==> src/rtl/onehot_enc_pkg.sv <==
// Shared types, code/select constants and the one-hot encode function for onehot_encoder_pipe.
package onehot_enc_pkg;

    localparam int unsigned CODE_W = 4;
    localparam int unsigned SEL_W  = 3;

    typedef logic [CODE_W-1:0] code_t;
    typedef logic [SEL_W-1:0]  sel_t;

    // Mirrors the 3-bit-select-to-one-hot decoder mapping on the forward path.
    localparam code_t CODE_0 = 4'b0001;
    localparam code_t CODE_1 = 4'b0010;
    localparam code_t CODE_2 = 4'b0100;
    localparam code_t CODE_3 = 4'b1000;

    localparam sel_t SEL_0 = 3'b000;
    localparam sel_t SEL_1 = 3'b001;
    localparam sel_t SEL_2 = 3'b010;
    localparam sel_t SEL_3 = 3'b100;

    typedef struct packed {
        sel_t sel;
        logic err;
    } entry_t;

    typedef enum logic [1:0] {
        EMPTY = 2'd0,
        HALF  = 2'd1,
        FULL  = 2'd2
    } buf_state_e;

    // Zero and multi-hot codes fall through to sel=0 with err set.
    function automatic entry_t encode(input code_t code);
        entry_t e;
        e.sel = SEL_0;
        e.err = 1'b0;
        case (code)
            CODE_0:  e.sel = SEL_0;
            CODE_1:  e.sel = SEL_1;
            CODE_2:  e.sel = SEL_2;
            CODE_3:  e.sel = SEL_3;
            default: e.err = 1'b1;
        endcase
        return e;
    endfunction

endpackage

==> src/rtl/onehot_enc_skid.sv <==
// Two-entry skid buffer for encoded entries; in_ready is a pure state decode, independent of out_ready.
module onehot_enc_skid
    import onehot_enc_pkg::*;
(
    input  logic   clk,
    input  logic   rst_n,
    input  logic   in_valid,
    output logic   in_ready,
    input  entry_t in_data,
    output logic   out_valid,
    input  logic   out_ready,
    output entry_t out_data
);

    buf_state_e state;
    entry_t     skid_q;
    logic       push;
    logic       pop;

    assign push = in_valid && in_ready;
    assign pop  = out_valid && out_ready;

    // out_data is the main (oldest) entry; skid_q only holds a beat while FULL.
    always_ff @(posedge clk) begin
        if (!rst_n) begin
            state     <= EMPTY;
            out_data  <= '0;
            skid_q    <= '0;
            out_valid <= 1'b0;
            in_ready  <= 1'b1;
        end else begin
            unique case (state)
                EMPTY: begin
                    if (push) begin
                        out_data  <= in_data;
                        out_valid <= 1'b1;
                        state     <= HALF;
                    end
                end
                HALF: begin
                    if (push && !pop) begin
                        skid_q   <= in_data;
                        in_ready <= 1'b0;
                        state    <= FULL;
                    end else if (pop && !push) begin
                        out_valid <= 1'b0;
                        state     <= EMPTY;
                    end else if (push && pop) begin
                        out_data <= in_data;
                    end
                end
                FULL: begin
                    if (pop) begin
                        out_data <= skid_q;
                        in_ready <= 1'b1;
                        state    <= HALF;
                    end
                end
                default: begin
                    out_valid <= 1'b0;
                    in_ready  <= 1'b1;
                    state     <= EMPTY;
                end
            endcase
        end
    end

endmodule

==> src/rtl/onehot_encoder_pipe.sv <==
// Registered one-hot to select encoder on valid/ready streams, with illegal-code flagging and counting.
module onehot_encoder_pipe
    import onehot_enc_pkg::*;
#(
    parameter int unsigned CNT_W        = 8,
    parameter bit          DROP_ILLEGAL = 1'b0
) (
    input  logic             clk,
    input  logic             rst_n,
    input  logic             in_valid,
    output logic             in_ready,
    input  logic [3:0]       in_code,
    output logic             out_valid,
    input  logic             out_ready,
    output logic [2:0]       out_sel,
    output logic             out_err,
    input  logic             clr_count,
    output logic [CNT_W-1:0] err_count
);

    localparam logic [CNT_W-1:0] CNT_MAX = '1;

    entry_t enc;
    entry_t head;
    logic   accept;
    logic   illegal_acc;
    logic   skid_valid;

    assign enc         = encode(code_t'(in_code));
    assign accept      = in_valid && in_ready;
    assign illegal_acc = accept && enc.err;
    // Dropped illegal beats still handshake on the input side; they just never reach the buffer.
    assign skid_valid  = in_valid && !(DROP_ILLEGAL && enc.err);

    onehot_enc_skid u_skid (
        .clk       (clk),
        .rst_n     (rst_n),
        .in_valid  (skid_valid),
        .in_ready  (in_ready),
        .in_data   (enc),
        .out_valid (out_valid),
        .out_ready (out_ready),
        .out_data  (head)
    );

    assign out_sel = head.sel;
    assign out_err = head.err;

    // Saturating illegal-code counter; a same-cycle clear and illegal accept leaves 1.
    always_ff @(posedge clk) begin
        if (!rst_n) begin
            err_count <= '0;
        end else if (clr_count) begin
            err_count <= CNT_W'(illegal_acc);
        end else if (illegal_acc && (err_count != CNT_MAX)) begin
            err_count <= err_count + CNT_W'(1);
        end
    end

endmodule

==> config.mk <==
export PLATFORM = sky130hd
export DESIGN_NAME = onehot_encoder_pipe
export DESIGN_NICKNAME = d
export VERILOG_FILES = /design/src/rtl/onehot_enc_pkg.sv /design/src/rtl/onehot_enc_skid.sv /design/src/rtl/onehot_encoder_pipe.sv
export SDC_FILE = /design/constraint.sdc
export NUM_CORES = 1
export LEC_CHECK = 0
export BUFFER_PORTS_ARGS = -buffer_cell sky130_fd_sc_hd__buf_2
export CAP_MARGIN = 20
export CORE_MARGIN = 2
export CORE_UTILIZATION = 53
export CTS_CLUSTER_SIZE = 30
export DETAILED_ROUTE_END_ITERATION = 7
export HOLD_SLACK_MARGIN = 0.08
export PLACE_DENSITY = 0.8
export SLEW_MARGIN = 20
export SYNTH_ARGS = -nofsm -noshare
export SYNTH_HDL_FRONTEND = slang
export SYNTH_HIERARCHICAL = 1
export SYNTH_SLANG_ARGS = --single-unit
==> constraint.sdc <==
create_clock -name clk -period 1.7 [get_ports clk]
set_input_delay 0.085 -clock clk [delete_from_list [all_inputs] [get_ports clk]]
set_output_delay 0.085 -clock clk [all_outputs]
set_load 0.005 [all_outputs]
==> results of run 1 <==
[logic make-up (layout without fill, tap and decap cells)]
| logic type | count (synthesis) | count (layout) | share of synthesized area, % |
|---|---|---|---|
| buffers and inverters | 11 | 44 | 5.21 |
| AO/OA/AOI/OAI | 40 | 40 | 28.3 |
| adder cells (fa/ha/maj) | 4 | 4 | 4.26 |
| AND/OR/NAND/NOR | 46 | 46 | 24.0 |
| multiplexers | 4 | 4 | 3.40 |
| XOR/XNOR | 1 | 1 | 0.745 |
| flip-flops | 20 | 20 | 34.0 |
[sequential cells by signal (all words and copies together) (netlist names)]
signal and flops:
u_skid/state 2, err_count 8, u_skid/in_ready 1, u_skid/skid_q 4, u_skid/out_data 4, u_skid/out_valid 1
[placed cells by master, fill, tap and decap left out, types with 3 or more instances in the layout]
cell       n
a211oi_1   5
a21boi_0   4
a21oi_1    6
and3_1     3
buf_2     22
buf_4     11
clkbuf_4   3
dfxtp_1   20
ha_1       3
inv_1      6
mux2i_1    4
nand2_1   12
nand2b_1   3
nand3_1    7
nor2_1     5
nor4b_2    3
o21a_1     3
o21ai_1    4
o311a_1    4
[layer usage]
| layer | vias to the layer above | GRT usage, % | wire [um] | share of wire, % |
|---|---|---|---|---|
| met3 | 4 | 2.92 | 118 | 4.4 |
| met1 | 540 | 25.6 | 1130 | 42 |
| met2 | 33 | 43.3 | 1390 | 52 |
| li1 | 544 | - | - | - |
| met4 | 0 | 9.91 | 45 | 1.7 |
| met5 | - | 0 | 0 | 0 |
[worst paths after layout]
check | cells past startpoint | from | slack, ns | end
worst max register to register | 4 | err_count[6] | 0.11 | err_count[5]
worst min-delay path | 4 | in_code[2] | 0.14 | u_skid/skid_q[1]
worst min register to register | 2 | u_skid/skid_q[0] | 0.47 | u_skid/skid_q[0]
worst max-delay path | 4 | err_count[6] | 0.11 | err_count[5]
[timing repair]
action                     4_1_cts  5_1_grt
hold endpoints to repair         2        0
gates resized for setup          1        3
setup endpoints to repair        1        5
hold buffers                     2        0
[power by group through the flow]
stage | Combinational (uW) | Clock [uW] | Sequential [uW]
after floorplan | 136 | 0 | 522
after global placement | 199 | 0 | 520
final | 212 | 224 | 512
after CTS | 210 | 228 | 511
after detailed placement | 205 | 0 | 521
after global routing | 234 | 248 | 516
[layout make-up]
type	instances	area, sq um	share of cell area, %
Timing Repair Buffer	35	213	14.9
Tap cell	28	35.0	2.46
Inverter	6	22.5	1.58
Multi-Input combinational cell	95	731	51.3
Clock buffer	3	22.5	1.58
Sequential cell	20	400	28.1
[per-stage QoR]
stage	hold slack, ns	instance area (sq um)	TNS (ns)	instances
floorplan	0.238	1180	0	126
global placement	0.368	1370	0	182
detailed placement	0.384	1370	-0.0437	182
CTS	0.143	1410	0	187
global route	0.170	1420	0	187
finish	0.144	1420	0	187
[critical path, cell delays in order (launching register included)]
cell       delay [ns]
dfxtp_1          0.37
and3_1           0.23
a2111oi_1        0.53
a211oi_1         0.16
a31o_1           0.21
==> metrics.yaml, run 1 <==
synth.most_common_cell: "dfxtp_1"
cp-start-kind: "flop"
clockPowerShare_pct: 23.6
diodes: 0
p_total_uw: 948
grt_usage_pct: 23.0
end_kind: "flop"
slew-limit-headroom_pct: 67.6
grt_max_degree: 15
fmax_ghz: 0.628
post-route-drc-count: 0
ir_drop_v: 0.000511
postRouteWirelength_um: 2680
cts_tree: "yes"
syn_avg_cell_area_sq_um: 9.33
critPathKind: "flop to flop"
finalNetCount: 174
detail_route.iter0.violations: 23
worstMarginPinSlew_ns: 0.485
synth_area_sq_um: 1180
p_sw_uw: 274
final_util_pct: 66.3
yosysTopAreaCellShare_pct: 34.0
sw_frac_of_total_pct: 28.9
io_pins: 23
rsz0062_at_grt: "no"
std_cell_rows: 17
vias: 1121
synth-seq-area-share_pct: 34.0
power_density_nw_per_um2: 666
worst_slack_ns: 0.109
cts_num_sinks: 20
fillCellCount: 178
cts-root-buf: "clkbuf_4"
clock_latency_ns: 0.30
synth_edf_count: 0
gp_congestion: 0.872
hp-class: "input pin to flop"
wl_per_cell_um: 14.3
syn_inst: 126
fin_crit_sh_pct: 93.6
synth_fp_nets: 139
initial_core_util_pct: 54.7
cts_buffers: 3
cp.arrival_ns: 1.79
p_comb_share_pct: 22.4
antenna_found_initial: 0
pre_cts_slack_ns: -0.0437
die_x_um: 51.1
ys_top_cells_by_count: "20 x dfxtp_1, 12 x nand2_1, 7 x nand3_1"
clk_pin_slew_ns: 0.11
ant_nets: 0
cp.required_ns: 1.90
ys_ff_latch: 20
via_per_inst: 5.99
dieHeight_um: 51.1
yosysTopAreaCell: "dfxtp_1"
intPower_uw: 674
yosys.cell_types.count: 43
gr-total-overflow: 0
slew_viol_final: 0
status: "finished clean"
synthFlopType: "dfxtp_1"
port_buffers: 22
grt_pass1_vias: 1070
dpl.hpwl_um: 2020
yosys_warnings: 6
p_leak_uw: 0.000633
synth_area_leaders: "dfxtp_1 34%, ha_1 4.3%, nand2_1 3.8%"
grt_pass1_wl_um: 4570
core_area_sq_um: 2150
area_delta_synth_final_pct: 21.1
clock_path_buffers: 2
hold_viol_final: 0
finClkSkew_ns: 0.00166
drv_cap: 0
die_area_sq_um: 2610
setup_viol: 0
crit_path_max_fanout: 6
cts.htree.levels: 1
synthArstFlopShare_pct: 0
pwr-share-seq_pct: 54.0
post-cts-setup-buffers: 0
dr.pass1.iters: 5
min_period_ns: 1.59
layout-drive-gt1-share_pct: 30.8
Power figures use the tool's default switching activity.
==> inputs of run 2 (changes only) <==
BUFFER_PORTS_ARGS = -buffer_cell sky130_fd_sc_hd__buf_4   (was -buffer_cell sky130_fd_sc_hd__buf_2)
==> run 2 against run 1 <==
Compared with the run above:
- sequential share of layout area shrank 0.75 points
- via count down 1.2%
- combinational power up 4%
- worst setup slack got worse by 0.0087 ns
- clock-buffer cell count unchanged
- sequential power hardly changed
- critical path depth unchanged
- non-clock buffer count did not move
- clock skew is 0.0022 ns higher
- largest cell class unchanged
- largest power group unchanged
- highest routed layer unchanged
==> metrics.yaml, run 2 (same netlist as run 1, synthesis figures left out) <==
intPower_uw: 685  # +1.6%
drv_cap: 0  # unchanged
clock_latency_ns: 0.30  # about the same
cts_tree: "yes"
vias: 1107  # -1.2%
finClkSkew_ns: 0.00383  # +0.00218 ns
hp-start: "in_code[3]"
layout-drive-gt1-share_pct: 28.9  # -1.9 points
fmax_ghz: 0.625  # -0.54%
worstMarginPinSlew_ns: 0.532  # +0.0473 ns
min_to: "u_skid/skid_q[1]"
area_delta_synth_final_pct: 24.4
register_area_sq_um: 400  # unchanged
reg2reg_depth: 4  # unchanged
std_cell_rows: 17  # unchanged
port_buffers: 22  # unchanged
multi_input_area_sq_um: 714  # -2.2%
crit_path_max_fanout: 6  # unchanged
via_per_inst: 5.92  # -1.2%
core_area_sq_um: 2150  # unchanged
grt_pass1_wl_um: 4240  # -7.2%
pwr-share-seq_pct: 53.3  # -0.7 points
grt_usage_pct: 21.1  # -1.9 points
fin_crit_sh_pct: 94.1  # +0.51 points
initial_core_util_pct: 54.7  # unchanged
grt_pass1_vias: 1010  # -5.6%
grt_max_degree: 15  # unchanged
cp.arrival_ns: 1.80  # about the same
largest_register_ffs: 8  # unchanged
diodes: 0  # unchanged
r2r-start: "err_count[7]"
dpl.hpwl_um: 1960  # -3.3%
crit_chain: "and3_1 > a2111oi_0 > a211oi_1 > a31o_1"
cts_num_sinks: 20  # unchanged
fillCellCount: 173  # -2.8%
setup_viol: 0  # unchanged
cp.required_ns: 1.90  # about the same
path_buf_inv: 0  # unchanged
r2r_slack_ns: 0.10  # about the same
end_kind: "flop"
die_x_um: 51.1  # unchanged
io_pins: 23  # unchanged
crit_path_max_incr_delay_ns: 0.54  # about the same
post-cts-setup-buffers: 0  # unchanged
cpLargestDelayFamily: "compound AO/OA/AOI/OAI gates"
ant_nets: 0  # unchanged
gp_congestion: 0.852  # -2.2%
cpMaxStageDelayCell: "a2111oi_0"
ir_drop_v: 0.000551  # +7.7%
hold_path_depth: 4  # unchanged
p_leak_uw: 0.000644  # +1.8%
p_sw_uw: 276  # +0.72%
hp-class: "input pin to flop"
cts.htree.levels: 1  # unchanged
hold_viol_final: 0  # unchanged
layout_commonest_cell: "buf_4"
status: "finished clean"
layout_common_cells: "33 x buf_4, 20 x dfxtp_1, 12 x nand2_1"
postRouteWirelength_um: 2550  # -4.7%
cts_buffers: 3  # unchanged
r2r-end: "err_count[5]"
detail_route.iter0.violations: 20  # -13%
cts-root-buf: "clkbuf_4"
slew_viol_final: 0  # unchanged
power_density_nw_per_um2: 657  # -1.4%
slew-limit-headroom_pct: 63.6  # -4.0 points
clockPowerShare_pct: 23.8  # +0.2 points
finalNetCount: 174  # unchanged
placedInstanceArea_sq_um: 1420  # +4.0%
p_comb_share_pct: 22.9  # +0.5 points
regMostFlops: "err_count"
min_period_ns: 1.60  # +0.00866 ns
antenna_found_initial: 0  # unchanged
clock_path_buffers: 2  # unchanged
clk_pin_slew_ns: 0.11  # about the same
die_area_sq_um: 2610  # unchanged
sw_frac_of_total_pct: 28.7  # -0.18 points
cp-start-kind: "flop"
gr-total-overflow: 0  # unchanged
rsz0062_at_grt: "no"
post-route-drc-count: 0  # unchanged
design_area_sq_um: 1460  # +2.7%
tns_ns: 0  # unchanged
dieHeight_um: 51.1  # unchanged
dr.pass1.iters: 4  # -1
top_regs: "err_count x8, u_skid/out_data x4, u_skid/skid_q x4"
wl_per_cell_um: 13.7  # -4.7%
critPathKind: "flop to flop"
## run 2: cell counts in the layout (fill, tap and decap cells not counted)
Identical to the previous run, type by type.
## run 2: timing repair
action,4_1_cts,5_1_grt
endpoints found under the hold margin,2,0
setup endpoints to repair,0,0
resized for setup,0,0
hold buffers,2,0
## run 2: routing by layer
metal / global-route usage [%] / part of all wire (%) / wire (um)
met1: 24.4 / 44 / 1130
met5: 0 / 0 / 0
met4: 7.66 / 1.3 / 32
met2: 38.1 / 50 / 1270
met3: 4.39 / 4.7 / 119
## run 2: worst max-delay path by stage
stage,start,to,cells after the start
5_1_grt,u_skid/in_ready,u_skid/state[1],7
4_1_cts,err_count[7],err_count[5],4
3_3_place_gp,err_count[7],err_count[5],4
6_report,err_count[7],err_count[5],4
2_1_floorplan,u_skid/in_ready,u_skid/out_data[0],7
3_5_place_dp,err_count[7],err_count[5],4
## run 2: tightest hold or removal path, cell delays in order
cell      delay [ns]
buf_4           0.10
nor4b_1         0.05
nand3_1         0.06
a21boi_0        0.07
## run 2: final cells by class
class                      instances  area share [%]
inverter                           6            1.54
clock buffer                       3            1.54
sequential                        20            27.4
timing repair buffer              35            18.3
tap                               28            2.40
multi-input combinational         95            48.8
## run 2: power groups by stage
stage               clock (uW)  sequential (uW)  combinational, uW
finish                     228              512                220
CTS                        232              513                220
floorplan                    0              522                136
global route               253              516                242
global placement             0              522                209
detailed placement           0              523                216
## run 2: stage by stage
step | total power [uW] | instances | util (%) | setup slack, ns | hold WS (ns)
floorplan | 658 | 126 | - | 0.108 | 0.238
global placement | 731 | 182 | 66.1 | 0.157 | 0.343
detailed placement | 739 | 182 | 66.1 | 0.113 | 0.349
CTS | 965 | 187 | 68.1 | 0.0970 | 0.102
global route | 1010 | 187 | 68.1 | 0.0266 | 0.139
finish | 961 | 187 | 68.1 | 0.100 | 0.109
==> inputs of run 3 (changes only) <==
ABC_AREA = 1   (was unset)
CORE_UTILIZATION = 54   (was 53)
PLACE_DENSITY = 0.81   (was 0.8)
==> run 3 against run 2 <==
Compared with the run above:
- sequential share of layout area is 0.64 points lower
- clock power hardly changed
- utilization is 0.38 points lower
- cell area is 2.4% higher
- final cell count is 27% higher
- fmax is 11% higher
- worst setup slack better by 0.15 ns
- clock-buffer cell count stayed put
- die area is 5.9% higher
- sequential power is 8.8% higher
- clock skew is 0.00084 ns higher
- register-to-register slack better by 0.15 ns
==> metrics.yaml, run 3 <==
critPathKind: "flop to flop"
gp_congestion: 0.875  # +2.7%
cts_resized: 0  # unchanged
clock_path_buffers: 2  # unchanged
cp.required_ns: 1.95  # +0.05 ns
area_delta_synth_final_pct: 17.5
synthFlopType: "dfxtp_1"
layout_commonest_cell: "nand2_1"
synth_edf_count: 0  # unchanged
synth_area_sq_um: 1270  # +8.4%
wl_per_cell_um: 11.4  # -17%
slew_viol_final: 0  # unchanged
antenna_found_initial: 0  # unchanged
placedInstanceArea_sq_um: 1460  # +2.5%
layout_common_cells: "39 x nand2_1, 26 x nor2_1, 24 x inv_1"
yosys_warnings: 6  # unchanged
dpl.hpwl_um: 2180  # +12%
grt_pass1_vias: 1134  # +12%
finalNetCount: 225  # +29%
die_area_sq_um: 2770  # +5.9%
gr-total-overflow: 0  # unchanged
p_leak_uw: 0.000729  # +13%
route.met3.wl_um: 116  # -2.5%
fmax_ghz: 0.692  # +11%
io_pins: 23  # unchanged
tns_ns: 0  # unchanged
ys_ff_latch: 20  # unchanged
synth_fp_nets: 198  # +42%
syn_inst: 185  # +47%
fillCellCount: 193  # +12%
yosys.cell_types.count: 24  # -44%
port_buffers: 22  # unchanged
wl_met1_um: 1220  # +8.5%
status: "finished clean"
min_period_ns: 1.45  # -0.154 ns
cts_buffers: 3  # unchanged
design_area_sq_um: 1500  # +2.4%
grt_pass1_wl_um: 4750  # +12%
yosysTopAreaCellShare_pct: 31.4  # -2.6 points
hold_viol_final: 0  # unchanged
regMostFlops: "err_count"
post-route-drc-count: 0  # unchanged
grt_usage_pct: 23.3  # +2.1 points
drv_cap: 0  # unchanged
detail_route.iter0.violations: 36  # +80%
clock_latency_ns: 0.30  # about the same
cts.htree.levels: 1  # unchanged
ir_drop_v: 0.000620  # +13%
slew-limit-headroom_pct: 68.5  # +4.9 points
ant_nets: 0  # unchanged
initial_core_util_pct: 57.6  # +2.9 points
cts-root-buf: "clkbuf_4"
post-cts-setup-buffers: 0  # unchanged
met2_length_um: 1350  # +6.0%
postRouteWirelength_um: 2710  # +6.0%
core_area_sq_um: 2210  # +3.0%
via_per_inst: 5.19  # -12%
rsz0062_at_grt: "no"
end_kind: "flop"
power_density_nw_per_um2: 758  # +15%
cts_num_sinks: 20  # unchanged
syn_avg_cell_area_sq_um: 6.89  # -26%
crit_path_max_fanout: 7  # +1
top_layer: "met4"
dieHeight_um: 52.6  # +2.9%
dr.pass1.iters: 4  # unchanged
worstMarginPinSlew_ns: 0.468  # -0.0638 ns
yosysTopAreaCell: "dfxtp_1"
synth-seq-area-share_pct: 31.4  # -2.6 points
setup_viol: 0  # unchanged
layout-drive-gt1-share_pct: 23.3  # -5.6 points
synth.most_common_cell: "nand2_1"
cp.arrival_ns: 1.69  # -0.11 ns
top_regs: "err_count x8, u_skid/out_data x4, u_skid/skid_q x4"
diodes: 0  # unchanged
cts_hold_buf: 2  # unchanged
p_total_uw: 1140  # +18%
std_cell_rows: 17  # unchanged
hp-class: "input pin to flop"
synth_area_leaders: "dfxtp_1 31%, nand2_1 11%, nor2_1 7.7%"
synthArstFlopShare_pct: 0  # unchanged
finClkSkew_ns: 0.00468  # +0.000843 ns
fin_crit_sh_pct: 85.1  # -9.1 points
cp-start-kind: "flop"
largest_register_ffs: 8  # unchanged
ys_top_cells_by_count: "39 x nand2_1, 26 x nor2_1, 24 x inv_1"
vias: 1236  # +12%
grt_max_degree: 12  # -3
die_x_um: 52.6  # +2.9%
cts_tree: "yes"
clk_pin_slew_ns: 0.11  # about the same
-- run 3: cell types whose count changed in the layout (fill, tap and decap cells not counted), moves of 4 or more --
cell | before | now
a211oi_1 | 5 | 1
a21boi_0 | 4 | 0
a21oi_1 | 6 | 10
buf_4 | 33 | 23
inv_1 | 6 | 24
mux2i_1 | 4 | 0
nand2_1 | 12 | 39
nand2_2 | 0 | 7
nand3_1 | 7 | 19
nor2_1 | 5 | 26
nor2_4 | 0 | 5
o311a_1 | 4 | 0
-- run 3: path summary, 6_finish.rpt --
kind,start,to,slack (ns),depth (start not counted)
setup / recovery,u_skid/in_ready,u_skid/out_data[3],0.25,9
hold / removal,in_code[0],u_skid/skid_q[1],0.19,4
setup reg to reg,u_skid/in_ready,u_skid/out_data[3],0.25,9
hold reg to reg,u_skid/out_data[2],u_skid/out_data[2],0.49,2
-- run 3: layout make-up --
cell class / count / area, sq um / area share [%]
Clock buffer: 3 / 22.5 / 1.50
Inverter: 26 / 103 / 6.85
Multi-Input combinational cell: 136 / 744 / 49.7
Sequential cell: 20 / 400 / 26.7
Tap cell: 28 / 35.0 / 2.34
Timing Repair Buffer: 25 / 193 / 12.9
-- run 3: metrics by stage --
stage	setup WS (ns)	instances	hold WS [ns]	utilization (%)
after global routing	0.0750	238	0.211	67.7
after CTS	0.231	238	0.183	67.7
final	0.254	238	0.191	67.7
after detailed placement	0.246	233	0.369	65.8
after floorplan	0.402	185	0.183	-
after global placement	0.334	233	0.365	65.8
-- run 3: metal layers --
| metal | track usage, % | vias up |
|---|---|---|
| met2 | 37.7 | 34 |
| met1 | 31.1 | 569 |
| li1 | - | 631 |
| met4 | 6.84 | 0 |
| met3 | 4.57 | 2 |
| met5 | 0 | - |
-- run 3: logic make-up after synthesis --
family | count (synthesis) | synth area share, %
AND/OR/NAND/NOR | 109 | 44.1
AO/OA/AOI/OAI | 19 | 7.65
XOR/XNOR | 4 | 2.75
adder cells (fa/ha/maj) | 4 | 3.93
flip-flops | 20 | 31.4
buffers and inverters | 29 | 10.2
-- run 3: critical path: stages, from the launching register on --
cell	delay, ns
dfxtp_1	0.43
nand2_1	0.11
inv_1	0.11
ha_1	0.23
nand3_4	0.13
nand2_2	0.13
nor2_4	0.05
nand3_1	0.06
nand2_1	0.06
nor2_1	0.08
-- run 3: power by group --
group          internal (uW)  total, uW  switching, uW
combinational            154        353            199
sequential               513        557           43.7
clock                   82.6        225            143
total                    750       1140            385
